<file path="config.mk">
export PLATFORM = sky130hd
export DESIGN_NAME = rotary_volume_reader
export DESIGN_NICKNAME = d
export VERILOG_FILES = /design/src/rtl/rotary_volume_reader.sv
export SDC_FILE = /design/constraint.sdc
export NUM_CORES = 1
export LEC_CHECK = 0
export ABC_AREA = 1
export CAP_MARGIN = 5
export CORE_MARGIN = 5
export CORE_UTILIZATION = 53
export CTS_BUF_LIST = sky130_fd_sc_hd__clkbuf_2 sky130_fd_sc_hd__clkbuf_4 sky130_fd_sc_hd__clkbuf_8
export CTS_CLUSTER_DIAMETER = 200
export DETAILED_ROUTE_END_ITERATION = 6
export PLACE_DENSITY_LB_ADDON = 0.3
export SETUP_SLACK_MARGIN = 0.2
export SLEW_MARGIN = 20
export SYNTH_ARGS = -nofsm -noshare
export SYNTH_HDL_FRONTEND = slang
export SYNTH_SLANG_ARGS = --single-unit
</file>
<file path="constraint.sdc">
create_clock -name clk -period 1.74 [get_ports clk]
set_input_delay 0.261 -clock clk [delete_from_list [all_inputs] [get_ports clk]]
set_output_delay 0.261 -clock clk [all_outputs]
set_load 0.005 [all_outputs]
</file>
<file path="src/rtl/rotary_volume_reader.sv">
// rtl/rotary_volume_reader.sv - services the rotary encoder event register and
// turns quadrature transitions into a saturating volume level.
module rotary_volume_reader #(
  parameter int QSTEPS_PER_DETENT = 4,
  parameter int VOL_W             = 8,
  parameter int VOL_MAX           = 255,
  parameter int VOL_STEP          = 4,
  parameter int VOL_RESET         = 64,
  parameter int IDLE_TIMEOUT      = 2400000
) (
  input  logic             clk,
  input  logic             reset,
  input  logic             enc_state_change,
  input  logic [7:0]       rotary_encoder_reg,
  output logic             rotary_encoder_rd_stb,
  output logic [VOL_W-1:0] volume,
  output logic             volume_change_stb,
  output logic             volume_at_limit,
  output logic             reg_error,
  output logic [15:0]      event_count
);

  localparam int AW  = $clog2(QSTEPS_PER_DETENT) + 2;
  localparam int VW1 = VOL_W + 1;
  localparam int TW  = $clog2(IDLE_TIMEOUT + 1);

  localparam logic signed [AW-1:0] Q_POS     = AW'(QSTEPS_PER_DETENT);
  localparam logic signed [AW-1:0] Q_NEG     = AW'(-QSTEPS_PER_DETENT);
  localparam logic [VW1-1:0]       STEP_W    = VW1'(VOL_STEP);
  localparam logic [VW1-1:0]       MAX_W     = VW1'(VOL_MAX);
  localparam logic [VOL_W-1:0]     MAX_N     = VOL_W'(VOL_MAX);
  localparam logic [VOL_W-1:0]     RST_VOL   = VOL_W'(VOL_RESET);
  localparam logic                 RST_LIMIT = (VOL_RESET == 0) || (VOL_RESET == VOL_MAX);
  localparam logic [TW-1:0]        T_MAX     = TW'(IDLE_TIMEOUT);

  typedef enum logic [1:0] {IDLE, CAPTURE, ACK, SETTLE} state_t;

  state_t                 state, state_next;
  logic [1:0]             last_value;
  logic signed [AW-1:0]   acc, acc_sum, step;
  logic [TW-1:0]          idle_cnt;
  logic [VW1-1:0]         vol_wide, vol_calc;
  logic [VOL_W-1:0]       vol_next;
  logic                   capture, accepted, cw, detent;

  always_ff @(posedge clk or posedge reset) begin
    if (reset) state <= IDLE;
    else       state <= state_next;
  end

  always_comb begin
    state_next            = state;
    rotary_encoder_rd_stb = 1'b0;
    case (state)
      IDLE:    if (enc_state_change) state_next = CAPTURE;
      CAPTURE: state_next = ACK;
      ACK: begin
        rotary_encoder_rd_stb = 1'b1;
        state_next            = SETTLE;
      end
      // Writer gives set priority over clear, so a flag still high here is a new event.
      SETTLE:  state_next = enc_state_change ? CAPTURE : IDLE;
      default: state_next = IDLE;
    endcase
  end

  assign capture  = (state == CAPTURE);
  assign cw       = rotary_encoder_reg[2];
  assign accepted = capture && (rotary_encoder_reg[1:0] != last_value);

  always_comb begin
    step = cw ? AW'(1) : {AW{1'b1}};
    // A reversal against a partial detent restarts the count in the new direction.
    if (acc != '0 && acc[AW-1] != step[AW-1]) acc_sum = step;
    else                                      acc_sum = acc + step;
    detent   = (acc_sum == Q_POS) || (acc_sum == Q_NEG);
    vol_wide = {1'b0, volume};
    if (cw) begin
      vol_calc = vol_wide + STEP_W;
      if (vol_calc > MAX_W) vol_calc = MAX_W;
    end else if (vol_wide < STEP_W) begin
      vol_calc = '0;
    end else begin
      vol_calc = vol_wide - STEP_W;
    end
    vol_next = vol_calc[VOL_W-1:0];
  end

  always_ff @(posedge clk or posedge reset) begin
    if (reset) begin
      last_value        <= 2'b00;
      acc               <= '0;
      idle_cnt          <= '0;
      volume            <= RST_VOL;
      volume_change_stb <= 1'b0;
      volume_at_limit   <= RST_LIMIT;
      reg_error         <= 1'b0;
      event_count       <= '0;
    end else begin
      volume_change_stb <= 1'b0;
      if (capture && (rotary_encoder_reg[7:3] != 5'd0)) reg_error <= 1'b1;
      if (accepted) begin
        last_value  <= rotary_encoder_reg[1:0];
        event_count <= event_count + 16'd1;
        idle_cnt    <= '0;
        if (detent) begin
          acc               <= '0;
          volume            <= vol_next;
          volume_at_limit   <= (vol_next == '0) || (vol_next == MAX_N);
          volume_change_stb <= (vol_next != volume);
        end else begin
          acc <= acc_sum;
        end
      end else if (idle_cnt != T_MAX) begin
        idle_cnt <= idle_cnt + TW'(1);
      end else if (acc != '0) begin
        acc <= '0;
      end
    end
  end

endmodule
</file>
Yosys cells after proc, flatten, opt, wreduce, memory -nomap -nowiden
Index checks and enable logic that the tools add are counted.

Flip-flop bits (word level): 57. Input bits: 11. Output and inout port bits: 28. Logic and storage cells: 58.

Add/subtract/negate cells: 5. Magnitude comparators: 2. Equality and inequality tests: 12. Muxes and demuxes: 17. Reduce and logical (&&, ||, !) cells: 13.

Operator list (count): $mux W22 (2); $mux W4 (6); $mux W8 (3); $add A22 B1 Y22 const B (1); $ne A22 B22 Y1 const B (1); $add A16 B1 Y16 const B (1); $add A8 B3 Y9 const B (1); $gt A9 B8 Y1 const B (1); $eq A8 B8 Y1 const B (1); $logic_not A8 Y1 (1); $lt A8 B3 Y1 const B (1); $ne A8 B8 Y1 (1); $pmux W2 S4 (1); $sub A8 B3 Y8 const B (1); $reduce_bool A5 Y1 (1); $add A4 B4 Y4 (1); $eq A2 B2 Y1 const B (2); $eq A4 B3 Y1 const B (1); $eq A4 B4 Y1 const B (1); $mux W1 (4); $ne A2 B2 Y1 const B (2); $reduce_and A2 Y1 (2); $reduce_bool A2 Y1 (2); $reduce_bool A4 Y1 (1); 7 further kinds (10).

Depth between registers and ports, before layout
Word-level depth: 8. Depth in mapped cells: 15.

Least setup slack after synthesis
No wires, ideal clock.

Path kind: input to register. Start: input rotary_encoder_reg[2]. End: register volume[3]. Arrival: 1.766 ns. Data required time: 1.617 ns. Path slack: -0.149 ns. Stages: 10. Cell sequence: buf_4 > clkinv_1 > fa_1 > xnor2_1 > nand2_1 > nand2_1 > nor2_4 > inv_2 > nand2_1 > o21ai_1.

Word-level cells in the longest chain between the ends: 7. Elaborated cells between the ends (all ways): 10. Those cells by class: add/sub: 1; eq/ne: 3; mux: 3; reduce/logical: 3.

RTL lines: start, declared (line 14) `input logic [7:0] rotary_encoder_reg,`; parallel branches: the longest is 7 deep, another holds $add A4 B4 Y4; end signal, assigned (line 108) `volume <= vol_next;`; end, declared (line 16) `output logic [VOL_W-1:0] volume,`.

Parallel ways; which one is timed is not known. A chain may end at the register's enable or synchronous reset.

Final worst setup path
Start: register volume[2]. End: register volume_at_limit.

Word-level cells in the longest chain between the ends: 6. Elaborated cells between the ends (all ways): 10. Those cells by class: add/sub: 2; order compare: 2; eq/ne: 1; mux: 3; reduce/logical: 2.

RTL lines: $add A8 B3 Y9 (line 79) `vol_calc = vol_wide + STEP_W;`; $gt A9 B8 Y1 (line 80) `if (vol_calc > MAX_W) vol_calc = MAX_W;`; $mux W8 (line 80); $mux W8 * (line 78) `if (cw) begin`; $eq A8 B8 Y1 / $logic_not A8 Y1 (equally long branches) (line 109) `volume_at_limit <= (vol_next == '0) || (vol_next == MAX_N);`; $logic_or A1 B1 Y1 * (line 109); end signal, assigned (line 109); end, declared (line 18) `output logic volume_at_limit,`.

Mark *: on every way between the ends. The rest lies on a longest branch, timed or not.

==> impl_summary.txt <==
----------------------------------------------------
[Clocking]
  TritonCTS clock tree ... done
  CTS buffer count ... 9
  CTS clk-pin slew, worst paths ... 0.07 ns
  Clk Latency, worst-skew pair ... 0.35 ns
  Clk sinks ... between 50 and 60
  Clk Tree Root Cell ... sky130_fd_sc_hd__clkbuf_8
  Total number of H-tree levels ... 3
  Buffer depth of the longest clock path ... 2

[Timing]
  Slew headroom ... a little under three quarters
  Final worst clock skew ... 0.01052 ns
  Worst slack on hold paths ... roughly 0.34 ns
  Final setup viols ... 23
  Number of hold-slack violations in the final timing report ... 0
  Post-route fraction of the period consumed by the critical path ... 129.5%
  Crit path time final ... 2.253 ns
  Final worst-path setup slack ... -0.5132 ns
  Setup repair after global routing missed its margin ... yes
  Final count of pins violating max slew ... 0
  Highest Clock Rate ... 443.8 MHz
  Tightest Pin Transition ... 0.4310 ns

[GRT]
  Maximum number of pins on one net before global-route repair ... 58
  Initial antenna violation count ... 0
  Total congestion overflow after global routing ... 0
  Number of global-route vias before repair ... 3527
  Total routing usage reported by global routing ... 25.91%
  Wire length of the first global-routing pass ... 15.97 mm

[Synthesis]
  Async set-reset flop share out of synthesis ... 100.0%
  Mux share of post-synthesis cell area ... 0%
  Synthesized-area fraction occupied by ao, oa, aoi and oai cells ... 10.34%
  Most used standard cell by instance count after synthesis ... sky130_fd_sc_hd__nand2_1
  YS warnings ... 0
  Number of different library cells in the post-synthesis netlist ... 39
  Synth Area in XOR/XNOR ... 5.467%
  Dominant cell type by area after synthesis ... sky130_fd_sc_hd__dfrtp_1
  Synthesized area per cell ... 7.861 um^2
  Number of enable-type register cells in the synthesized netlist ... 0
  Most frequently used flop master after synthesis ... sky130_fd_sc_hd__dfrtp_1
  Fraction of post-synthesis cell area in the top cell type by area ... roughly two fifths
  Post-synthesis adder-cell area fraction ... 5.430%
  Simple-Gate Fraction of Synth Area ... 28.11%
  Top cell types by occurrence after synthesis ... sky130_fd_sc_hd__nand2_1 (88), sky130_fd_sc_hd__inv_1 (60), sky130_fd_sc_hd__dfrtp_1 (56), sky130_fd_sc_hd__nor2_1 (49), sky130_fd_sc_hd__o21ai_0 (23)
  Register bit total from synthesis ... 57
  Post-synthesis cell count ... 428
  Synth top area cells ... sky130_fd_sc_hd__dfrtp_1 (42%), sky130_fd_sc_hd__nand2_1 (9.8%), sky130_fd_sc_hd__inv_1 (6.7%)
  Syn_nets ... 453
  Post-Synthesis Cell Area ... 0.003364 mm^2
  Sequential fraction of the synthesis area ... 42.43%
  Combinational family with the most area after synthesis ... simple AND/OR/NAND/NOR gates

[Cells and area]
  Number of antenna repair diodes ... 0
  Non-Filler Cell Area, Final ... 0.005478 mm^2
  Fraction of final layout cells sized beyond drive strength 1 ... 42.17%
  Layout area overhead ... 62.81%
  Post-Route Utilization ... 87.26%
  Final Net Count ... 602
  Layout Cells excl Fill ... around 660

[Worst hold path]
  Type of the worst min-delay path ... in2async

[Detailed routing]
  Mean routed wirelength per cell ... about 22 um
  Remaining antenna violation count after routing ... 0
  Total length of routed wires ... about 14 mm
  Number of remaining DRC errors ... 0
  Via count normalized by instance count ... 6.278
  Detailed Route Iter0 Violations ... 504
  Drt first pass iters ... 5
  Routed via count ... 4131

[Worst setup path]
  Number of cell instances on the worst register-to-register path ... 13
  Worst path required time ... 2.03 ns
  Type of the setup path with the least slack ... reg2reg
  Worst setup path endpoint ... volume_at_limit$_DFFE_PP0P_
  CP arrival ... 2.54 ns
  Worst r2r src ... volume[2]$_DFFE_PP0P_
  Endpoint of the worst register-to-register path ... volume_at_limit$_DFFE_PP0P_
  Setup crit start ... volume[2]$_DFFE_PP0P_
  Element type at the critical path start ... flip-flop
  Setup slack, reg-to-reg ... -0.51 ns
  Critical Path Fanout Max ... 4
  Setup crit end kind ... flip-flop

[Outcome]
  Outcome ... finished, violations left
  Violations in the final reports ... setup timing

[Power]
  Fraction of power spent switching nets ... 42.63%
  Static Leakage ... 2.702 nW
  Power per standard cell area ... about 1500 mW/mm^2
  Fraction of power consumed by the clock network ... 17.8%
  Int Pwr ... between 0.004 and 0.005 W
  Switching power total ... 0.003591 W
  Proportion of power drawn by flip-flops and latches ... 23.8%
  Proportion of power drawn by combinational gates ... 58.4%
  Peak supply drop ... 0.0009911 V

[Die]
  Total Die Area ... 0.008042 mm^2
  I/O pin cnt ... 39
  Die extent in y ... 89.68 um
  Number of placement rows ... 29
  Initial Utilization ... between 50% and 60%
  Placeable core area ... roughly 0.0063 mm^2
  Die Width ... about 90 um

[Placed design]
  DP Cell Count ... just under 600
  Dpl cell area ... 0.004214 mm^2
  Pre-CTS WS ... -0.5093 ns
  Gpl congestion ... approximately 0.91
  Buffers added on ports ... 38
  Half-perimeter wire length of the detailed placement result ... 5.691 mm

[Job]
  Maximum capacitance violations ... 0

----------------------------------------------------
worst max-delay path: stages, from the launching register on:
cell and delay [ns]:
sky130_fd_sc_hd__dfrtp_2 0.46, sky130_fd_sc_hd__ha_4 0.19, sky130_fd_sc_hd__nand2_4 0.07, sky130_fd_sc_hd__nor2_4 0.12
sky130_fd_sc_hd__nand2_1 0.14, sky130_fd_sc_hd__nand3_1 0.16, sky130_fd_sc_hd__nand2_1 0.14, sky130_fd_sc_hd__inv_1 0.12
sky130_fd_sc_hd__nand4_1 0.15, sky130_fd_sc_hd__nor2_1 0.24, sky130_fd_sc_hd__nand3_1 0.14, sky130_fd_sc_hd__nand2_1 0.12
sky130_fd_sc_hd__nand2_1 0.06, sky130_fd_sc_hd__nand2_1 0.08
sequential cells by signal, indices dropped and copies added, names as in the netlist:
| register | flops |
|---|---|
| volume_change_stb | 1 |
| last_value | 2 |
| reg_error | 1 |
| idle_cnt | 22 |
| acc | 4 |
| volume | 8 |
| event_count | 16 |
| volume_at_limit | 1 |
| state | 2 |
worst min-delay path by stage:
stage,startpoint,endpoint,slack (ns),cells past startpoint
after CTS,reset,volume_at_limit$_DFFE_PP0P_,0.37,3
after detailed placement,reg_error$_DFFE_PP0P_,reg_error$_DFFE_PP0P_,0.46,2
after floorplan,reset,acc[0]$_DFFE_PP0P_,0.35,1
after global routing,reset,volume[3]$_DFFE_PP0P_,0.37,3
final,reset,idle_cnt[18]$_DFFE_PP0P_,0.34,3
after global placement,reg_error$_DFFE_PP0P_,reg_error$_DFFE_PP0P_,0.45,2
power groups by stage:
stage / Clock (W) / Combinational, W / Sequential [W]
global placement: 0 / 0.00284 / 0.00194
CTS: 0.00147 / 0.00370 / 0.00193
floorplan: 0 / 0.00169 / 0.00192
global route: 0.00155 / 0.00519 / 0.00202
finish: 0.00150 / 0.00492 / 0.00200
detailed placement: 0 / 0.00293 / 0.00195
per-stage QoR:
step / TNS, ns / power, W
after global placement: -7.300 / 0.004777
after floorplan: 0 / 0.003610
after detailed placement: -7.996 / 0.004879
after global routing: -5.079 / 0.008763
after CTS: -0.1766 / 0.007104
final: -3.436 / 0.008422
cells by family (layout without fill, tap and decap cells):
group,after synthesis,count (layout)
compound gates,62,62
fa+ha+maj,14,14
buf+inv,68,220
flops,57,57
simple gates,206,207
xor+xnor,21,21
cell type report:
cell class | count | area [um^2]
sequential | 57 | 1436
timing repair inverter | 1 | 7.507
timing repair buffer | 142 | 1281
inverter | 62 | 269.0
clock inverter | 2 | 60.06
fill | 261 | 799.5
clock buffer | 13 | 172.7
tap | 77 | 96.34
multi-input combinational | 304 | 2155
layout by cell type (no fill, tap or decap), drive strengths merged, types with 2 or more instances in the layout:
master / netlist / final
o21a: 2 / 2
nand3: 25 / 25
clkinvlp: 0 / 2
nand4: 14 / 14
a211oi: 2 / 2
o21ai: 28 / 28
inv: 61 / 60
xor2: 10 / 10
dlygate4sd2: 0 / 9
a31oi: 4 / 4
ha: 13 / 13
xnor2: 11 / 11
clkdlybuf4s50: 0 / 23
bufinv: 0 / 2
clkbuf: 0 / 14
dfrtp: 56 / 56
nor4: 3 / 3
a21oi: 19 / 19
buf: 6 / 104
dlymetal6s2s: 0 / 4
nor2: 55 / 56
o22ai: 3 / 3
nor3: 14 / 14
nand2: 91 / 91
repair_timing:
action                                  4_1_cts  5_1_grt
gates resized for setup                      91       87
cloned                                        2        0
hold buffers                                  0        0
setup buffers                                30       29
endpoints found under the setup margin       47       52
pin swaps                                    19       27
layer usage:
metal	vias to the layer above	global-route usage [%]	part of all wire (%)
li1	1701	-	-
met1	1953	30.27	34
met4	0	10.83	8.6
met2	347	45.35	48
met5	-	0	0
met3	130	6.204	9.2
Note: power is estimated with default switching activity, not from simulation.
